### src/rtl/hdmi_period_sched.sv
// HDMI pixel-clock period scheduler: delays raw sync/DE by 11 cycles and
// sequences video preamble/guard and data-island periods for the TMDS encoders.
module hdmi_period_sched #(
   parameter int MAX_PKTS = 18,
   parameter int LW       = 12
) (
   input  logic       clk,
   input  logic       rst,
   input  logic       i_de,
   input  logic       i_hsync,
   input  logic       i_vsync,
   input  logic       i_island_req,
   input  logic [4:0] i_island_pkts,
   output logic       o_de,
   output logic       o_hsync,
   output logic       o_vsync,
   output logic [2:0] o_period,
   output logic [3:0] o_ctl,
   output logic       o_island_ack,
   output logic       o_island_abort,
   output logic [4:0] o_pkt_idx,
   output logic [4:0] o_sub_idx
);

   typedef enum logic [2:0] {
      CTRL     = 3'd0,
      VPRE     = 3'd1,
      VGUARD   = 3'd2,
      VIDEO    = 3'd3,
      DPRE     = 3'd4,
      DGUARD_L = 3'd5,
      DATA     = 3'd6,
      DGUARD_T = 3'd7
   } period_t;

   localparam int             DLY       = 11;
   localparam int             NW        = LW + 6;
   localparam logic [4:0]     MAXP      = 5'(MAX_PKTS);
   localparam logic [LW-1:0]  BLANK_MAX = {LW{1'b1}};

   logic [DLY-1:0] de_dly, hs_dly, vs_dly;
   logic           rise;

   always_ff @(posedge clk or posedge rst) begin
      if (rst) begin
         de_dly <= '0;
         hs_dly <= '0;
         vs_dly <= '0;
      end else begin
         de_dly <= {de_dly[DLY-2:0], i_de};
         hs_dly <= {hs_dly[DLY-2:0], i_hsync};
         vs_dly <= {vs_dly[DLY-2:0], i_vsync};
      end
   end

   assign o_de    = de_dly[DLY-1];
   assign o_hsync = hs_dly[DLY-1];
   assign o_vsync = vs_dly[DLY-1];
   assign rise    = i_de & ~de_dly[0];

   // Length of the most recent raw blank; gates island grants on the next line.
   logic [LW-1:0] blank_cnt, l_prev;

   always_ff @(posedge clk or posedge rst) begin
      if (rst) begin
         blank_cnt <= '0;
         l_prev    <= '0;
      end else if (rise) begin
         l_prev    <= blank_cnt;
         blank_cnt <= '0;
      end else if (!i_de && blank_cnt != BLANK_MAX) begin
         blank_cnt <= blank_cnt + 1'b1;
      end
   end

   logic [4:0]    pkts_clamp;
   logic [NW-1:0] need;
   logic          grant_ok;

   always_comb begin
      pkts_clamp = i_island_pkts;
      if (i_island_pkts == 5'd0)
         pkts_clamp = 5'd1;
      else if (i_island_pkts > MAXP)
         pkts_clamp = MAXP;
   end

   assign need     = NW'(38) + (NW'(pkts_clamp) << 5);
   assign grant_ok = i_island_req && (need <= NW'(l_prev));

   period_t    state, nxt;
   logic [2:0] cnt, cnt_n;
   logic [1:0] gcnt, gcnt_n;
   logic       arm, arm_n;
   logic [4:0] npk, npk_n;
   logic [4:0] pkt, pkt_n;
   logic [4:0] sub, sub_n;
   logic       ack_n, abort_n;
   logic [3:0] ctl_n;
   logic       in_video, in_island;

   assign in_video  = state inside {VPRE, VGUARD, VIDEO};
   assign in_island = state inside {DPRE, DGUARD_L, DATA, DGUARD_T};

   always_ff @(posedge clk or posedge rst) begin
      if (rst) begin
         state          <= CTRL;
         cnt            <= '0;
         gcnt           <= '0;
         arm            <= 1'b0;
         npk            <= '0;
         pkt            <= '0;
         sub            <= '0;
         o_ctl          <= '0;
         o_island_ack   <= 1'b0;
         o_island_abort <= 1'b0;
      end else begin
         state          <= nxt;
         cnt            <= cnt_n;
         gcnt           <= gcnt_n;
         arm            <= arm_n;
         npk            <= npk_n;
         pkt            <= pkt_n;
         sub            <= sub_n;
         o_ctl          <= ctl_n;
         o_island_ack   <= ack_n;
         o_island_abort <= abort_n;
      end
   end

   assign o_period  = state;
   assign o_pkt_idx = pkt;
   assign o_sub_idx = sub;

   always_comb begin
      nxt     = state;
      cnt_n   = cnt;
      gcnt_n  = gcnt;
      arm_n   = arm;
      npk_n   = npk;
      pkt_n   = '0;
      sub_n   = '0;
      ack_n   = 1'b0;
      abort_n = 1'b0;
      ctl_n   = 4'b0000;

      case (state)
         CTRL: begin
            // Grant window opens on the 4th CTRL cycle after the delayed DE fall.
            if (arm) begin
               if (gcnt == 2'd0) begin
                  arm_n = 1'b0;
                  if (grant_ok) begin
                     nxt   = DPRE;
                     cnt_n = 3'd7;
                     npk_n = pkts_clamp;
                     ack_n = 1'b1;
                  end
               end else begin
                  gcnt_n = gcnt - 2'd1;
               end
            end
         end
         VPRE: begin
            if (cnt == 3'd0) begin
               nxt   = VGUARD;
               cnt_n = 3'd1;
            end else begin
               cnt_n = cnt - 3'd1;
            end
         end
         VGUARD: begin
            if (cnt == 3'd0)
               nxt = VIDEO;
            else
               cnt_n = cnt - 3'd1;
         end
         VIDEO: begin
            // Look one stage early so CTRL lands with the first o_de = 0 cycle.
            if (!de_dly[DLY-2]) begin
               nxt    = CTRL;
               arm_n  = 1'b1;
               gcnt_n = 2'd3;
            end
         end
         DPRE: begin
            if (cnt == 3'd0) begin
               nxt   = DGUARD_L;
               cnt_n = 3'd1;
            end else begin
               cnt_n = cnt - 3'd1;
            end
         end
         DGUARD_L: begin
            if (cnt == 3'd0)
               nxt = DATA;
            else
               cnt_n = cnt - 3'd1;
         end
         DATA: begin
            if (sub == 5'd31) begin
               if (pkt == npk - 5'd1) begin
                  nxt   = DGUARD_T;
                  cnt_n = 3'd1;
               end else begin
                  pkt_n = pkt + 5'd1;
               end
            end else begin
               pkt_n = pkt;
               sub_n = sub + 5'd1;
            end
         end
         DGUARD_T: begin
            if (cnt == 3'd0)
               nxt = CTRL;
            else
               cnt_n = cnt - 3'd1;
         end
         default: nxt = CTRL;
      endcase

      // Active video always wins; an island in flight is dropped.
      if (rise && !in_video) begin
         nxt     = VPRE;
         cnt_n   = 3'd7;
         arm_n   = 1'b0;
         pkt_n   = '0;
         sub_n   = '0;
         ack_n   = 1'b0;
         abort_n = in_island;
      end

      case (nxt)
         VPRE:    ctl_n = 4'b0001;
         DPRE:    ctl_n = 4'b0101;
         default: ctl_n = 4'b0000;
      endcase
   end

endmodule

### config.mk
export PLATFORM = sky130hd
export DESIGN_NAME = hdmi_period_sched
export DESIGN_NICKNAME = d
export VERILOG_FILES = /design/src/rtl/hdmi_period_sched.sv
export SDC_FILE = /design/constraint.sdc
export NUM_CORES = 1
export LEC_CHECK = 0
export BUFFER_PORTS_ARGS = -buffer_cell sky130_fd_sc_hd__buf_4
export CORE_MARGIN = 3
export CORE_UTILIZATION = 50
export DETAILED_ROUTE_END_ITERATION = 16
export GPL_TIMING_DRIVEN = 0
export PLACE_DENSITY = 0.71
export SYNTH_ARGS = -nofsm -noshare
export SYNTH_HDL_FRONTEND = slang
export SYNTH_SLANG_ARGS = --single-unit
### constraint.sdc
create_clock -name clk -period 2.5 [get_ports clk]
set_clock_uncertainty 0.2 [all_clocks]
set_input_delay 0.125 -clock clk [delete_from_list [all_inputs] [get_ports clk]]
set_output_delay 0.125 -clock clk [all_outputs]
set_load 0.1 [all_outputs]
==> load_flow_metrics.sql <==
INSERT INTO impl_metrics (metric_group, metric, value, unit) VALUES
('status', 'outcome', 'finished with violations', ''),
('status', 'failing_checks', 'setup timing', ''),
('cells_and_area', 'ff_latch_area', '2130', 'sq um'),
('clock_tree', 'clk_transition_reported_paths', '0.09', 'ns'),
('pwr', 'pleak', '2.16', 'nW'),
('floorplanning', 'floorplan.core_area', '7410', 'sq um'),
('route', 'route.detailed.vias_per_inst', '5.43', ''),
('sta', 'worst_slew_margin_relative_to_its_limit', '63.1', '%'),
('sta', 'final_hold_viols', '0', ''),
('sta', 'finalCritPeriodShare', '106', '%'),
('pwr', 'post-layout-total-power', '3.99', 'mW'),
('grt', 'grt_first_pass_wirelength', '12300', 'um'),
('place', 'portBuffers', '30', ''),
('clock_tree', 'cts_buffer_depth', '2', ''),
('route', 'route.vias.total', '2921', ''),
('floorplanning', 'fp.dieW', '94.3', 'um'),
('run', 'maxCapViolations', '0', ''),
('pwr', 'worst_ir_drop_vdd', '0.363', 'mV'),
('setup_path', 'worstSetupEndpointType', 'register', ''),
('setup_path', 'crit_fanout', '6', ''),
('yosys', 'synth-seq-cells', '85', ''),
('grt', 'globalRouteOverflowTotal', '0', ''),
('setup_path', 'path_common_cell', 'sky130_fd_sc_hd__ha_4', ''),
('yosys', 'post_synth_inst_count', '374', ''),
('sta', 'final-setup-viol-count', '11', ''),
('route', 'drt_pre_antenna_iters', '4', ''),
('sta', 'worst_slew_pin_slew', '0.553', 'ns'),
('cells_and_area', 'finish.utilization', '64.6', '%'),
('clock_tree', 'cts_htree_levels', '3', ''),
('route', 'dr_wl_cell', '13.5', 'um'),
('route', 'antenna_violating_nets_post_route', '0', ''),
('grt', 'grtUsageTotal', '17.6', '%'),
('route', 'routed_wirelength', '7250', 'um'),
('cells_and_area', 'fillCellCount', '594', ''),
('min_path', 'timing.hold.worst.class', 'input port to register', ''),
('yosys', 'postSynthAreaPerCell', '10.4', 'sq um'),
('sta', 'fmax', '378', 'MHz'),
('clock_tree', 'cts.root.buffer_cell', 'sky130_fd_sc_hd__clkbuf_8', ''),
('yosys', 'netlist-cell-type-count', '55', ''),
('setup_path', 'cp_num_buf_inv', '2', ''),
('yosys', 'async_flop_share', '100', '%'),
('place', 'routabilityCongestion', '0.837', ''),
('setup_path', 'timing.critical_path.max_delay_family', 'simple AND/OR/NAND/NOR gates', ''),
('clock_tree', 'clk-insertion-delay-late', '0.35', 'ns'),
('floorplanning', 'core.rowCount', '31', ''),
('yosys', 'syn-cell-area', '3900', 'sq um'),
('setup_path', 'slowest_stage', 'sky130_fd_sc_hd__or3_4', ''),
('yosys', 'yosys.area.top_type', 'sky130_fd_sc_hd__dfrtp_1', ''),
('setup_path', 'max_stage_delay', '0.40', 'ns'),
('clock_tree', 'tritoncts_clock_tree', 'yes', ''),
('yosys', 'ys_top_cells_by_area', 'sky130_fd_sc_hd__dfrtp_1, sky130_fd_sc_hd__nand2_1, sky130_fd_sc_hd__ha_1, sky130_fd_sc_hd__o21ai_0, sky130_fd_sc_hd__a211oi_1', ''),
('grt', 'grt_pass1_vias', '2806', ''),
('sta', 'maxSlewViolCount', '0', ''),
('cells_and_area', 'area.growth.synth_to_final', '22.7', '%'),
('cells_and_area', 'most-common-layout-cells', 'sky130_fd_sc_hd__dfrtp_1, sky130_fd_sc_hd__nand2_1, sky130_fd_sc_hd__buf_4, sky130_fd_sc_hd__nor2_1, sky130_fd_sc_hd__o21ai_0', ''),
('floorplanning', 'design.portCount', '33', ''),
('floorplanning', 'die_height', '94.3', 'um'),
('floorplanning', 'fp.dieArea', '8900', 'sq um'),
('cells_and_area', 'multi_input_gate_area_in_the_final_layout', '1820', 'sq um'),
('route', 'drt_first_iter_violations', '153', ''),
('cells_and_area', 'share_of_cells_above_drive_strength_1', '20.7', '%'),
('cells_and_area', 'nets_final', '459', ''),
('sta', 'grt_setup_unrepaired', 'yes', ''),
('yosys', 'postSynth.topFlopCell', 'sky130_fd_sc_hd__dfrtp_1', ''),
('setup_path', 'cp_cell_sequence', 'buf_6 > nor2b_4 > or3_4 > ha_4 > a31o_4 > ha_4 > nand4b_1 > buf_4 > o41ai_4 > o22ai_4 > nand3_4 > mux2_4', ''),
('sta', 'timing.final.crit_period', '2.64', 'ns'),
('cells_and_area', 'final_common_cell', 'sky130_fd_sc_hd__dfrtp_1', ''),
('pwr', 'power.density_cell_area', '833', 'nW/um^2'),
('place', 'detailedPlacementHpwl', '5050', 'um'),
('setup_path', 'criticalPathCategory', 'input port to register', ''),
('sta', 'final_critical_path_setup_slack', '-0.143', 'ns');
==> state kept, by name, indices dropped and copies added (netlist names) <==
register and flops:
gcnt 2, l_prev 12, o_island_abort 1, arm 1
cnt 3, vs_dly 11, o_pkt_idx 5, de_dly 11
o_island_ack 1, hs_dly 11, o_ctl 2, o_period 3
blank_cnt 12, o_sub_idx 5, npk 5
==> power breakdown <==
group          internal, mW  switching (mW)  leakage [nW]
Clock                 0.390           0.521        0.0961
Combinational         0.496           0.916         0.993
Sequential             1.53           0.130          1.07
==> worst paths after layout <==
check,from,to,slack (ns),cells after the start
max in group asynchronous,rst,o_sub_idx[1],1.22,5
hold reg to reg,de_dly[6],de_dly[7],0.15,0
hold / removal,i_island_pkts[1],npk[1],0.04,3
setup / recovery,i_island_pkts[0],npk[4],-0.14,12
min in group asynchronous,rst,vs_dly[1],0.14,3
setup reg to reg,cnt[1],o_ctl[2],0.12,8
==> metrics by stage <==
stage               std cells  hold slack (ns)  TNS (ns)  cell area [sq um]
floorplan                 376          -0.0436     -3.65               3970
global placement          505           0.0341     -8.60               4320
detailed placement        507          -0.0153     -9.43               4360
CTS                       536           0.0389    -0.999               4730
global route              538           0.0408     -2.19               4790
finish                    538           0.0433     -1.23               4790
==> cell families after synthesis <==
kind of cell,Yosys count,synth area share [%]
other,1,0.0961
xor gates and xnor gates,15,3.37
buffers and inverters,32,3.27
and+or+nand+nor,133,17.1
DFF,85,54.5
AOI/OAI and AO/OA,85,14.7
adders and majority gates,14,4.49
muxes,9,2.47
==> cells in the mapped netlist, types with 4 or more instances <==
cell	number
sky130_fd_sc_hd__dfrtp_1	85
sky130_fd_sc_hd__nand2_1	48
sky130_fd_sc_hd__nor2_1	28
sky130_fd_sc_hd__o21ai_0	26
sky130_fd_sc_hd__inv_1	18
sky130_fd_sc_hd__a211oi_1	16
sky130_fd_sc_hd__a21oi_1	16
sky130_fd_sc_hd__ha_1	14
sky130_fd_sc_hd__clkbuf_1	11
sky130_fd_sc_hd__xor2_1	10
sky130_fd_sc_hd__nand3_1	9
sky130_fd_sc_hd__nor2b_1	7
sky130_fd_sc_hd__and3_1	5
sky130_fd_sc_hd__mux2_2	5
sky130_fd_sc_hd__nand2b_1	5
sky130_fd_sc_hd__nand4_1	5
sky130_fd_sc_hd__nor3_1	5
sky130_fd_sc_hd__nor4_1	5
sky130_fd_sc_hd__xnor2_1	5
sky130_fd_sc_hd__mux2i_1	4
==> per-layer routing <==
layer / vias up / GRT usage [%] / wire [um]
met3: 5 / 4.86 / 332
li1: 1447 / - / -
met1: 1407 / 21.0 / 3150
met2: 62 / 30.3 / 3710
met5: - / 0 / 0
met4: 0 / 6.98 / 51
==> worst reg2reg max path: cells and delay by family, from the launching register on <==
kind / cells / cell delay (ns)
adders and majority gates: 1 / 0.14
buffers and inverters: 2 / 0.45
AOI/OAI and AO/OA: 1 / 0.15
DFF: 1 / 0.42
and+or+nand+nor: 4 / 0.92
==> layout make-up <==
type / instances / share of cell area (%)
sequential: 85 / 44.5
multi-input combinational: 260 / 38.0
timing repair buffer: 47 / 8.34
clock buffer: 10 / 2.67
tap: 99 / 2.59
inverter: 19 / 1.57
clock inverter: 6 / 1.20
buffer: 12 / 1.10
==> repair_timing <==
item | 4_1_cts | 5_1_grt
endpoints found under the setup margin | 21 | 19
hold endpoints to repair | 55 | 0
cloned | 0 | 1
setup buffers | 6 | 2
pin swaps | 8 | 9
hold buffers | 7 | 0
gates resized for setup | 12 | 8
(Power assumes the default switching activity.)
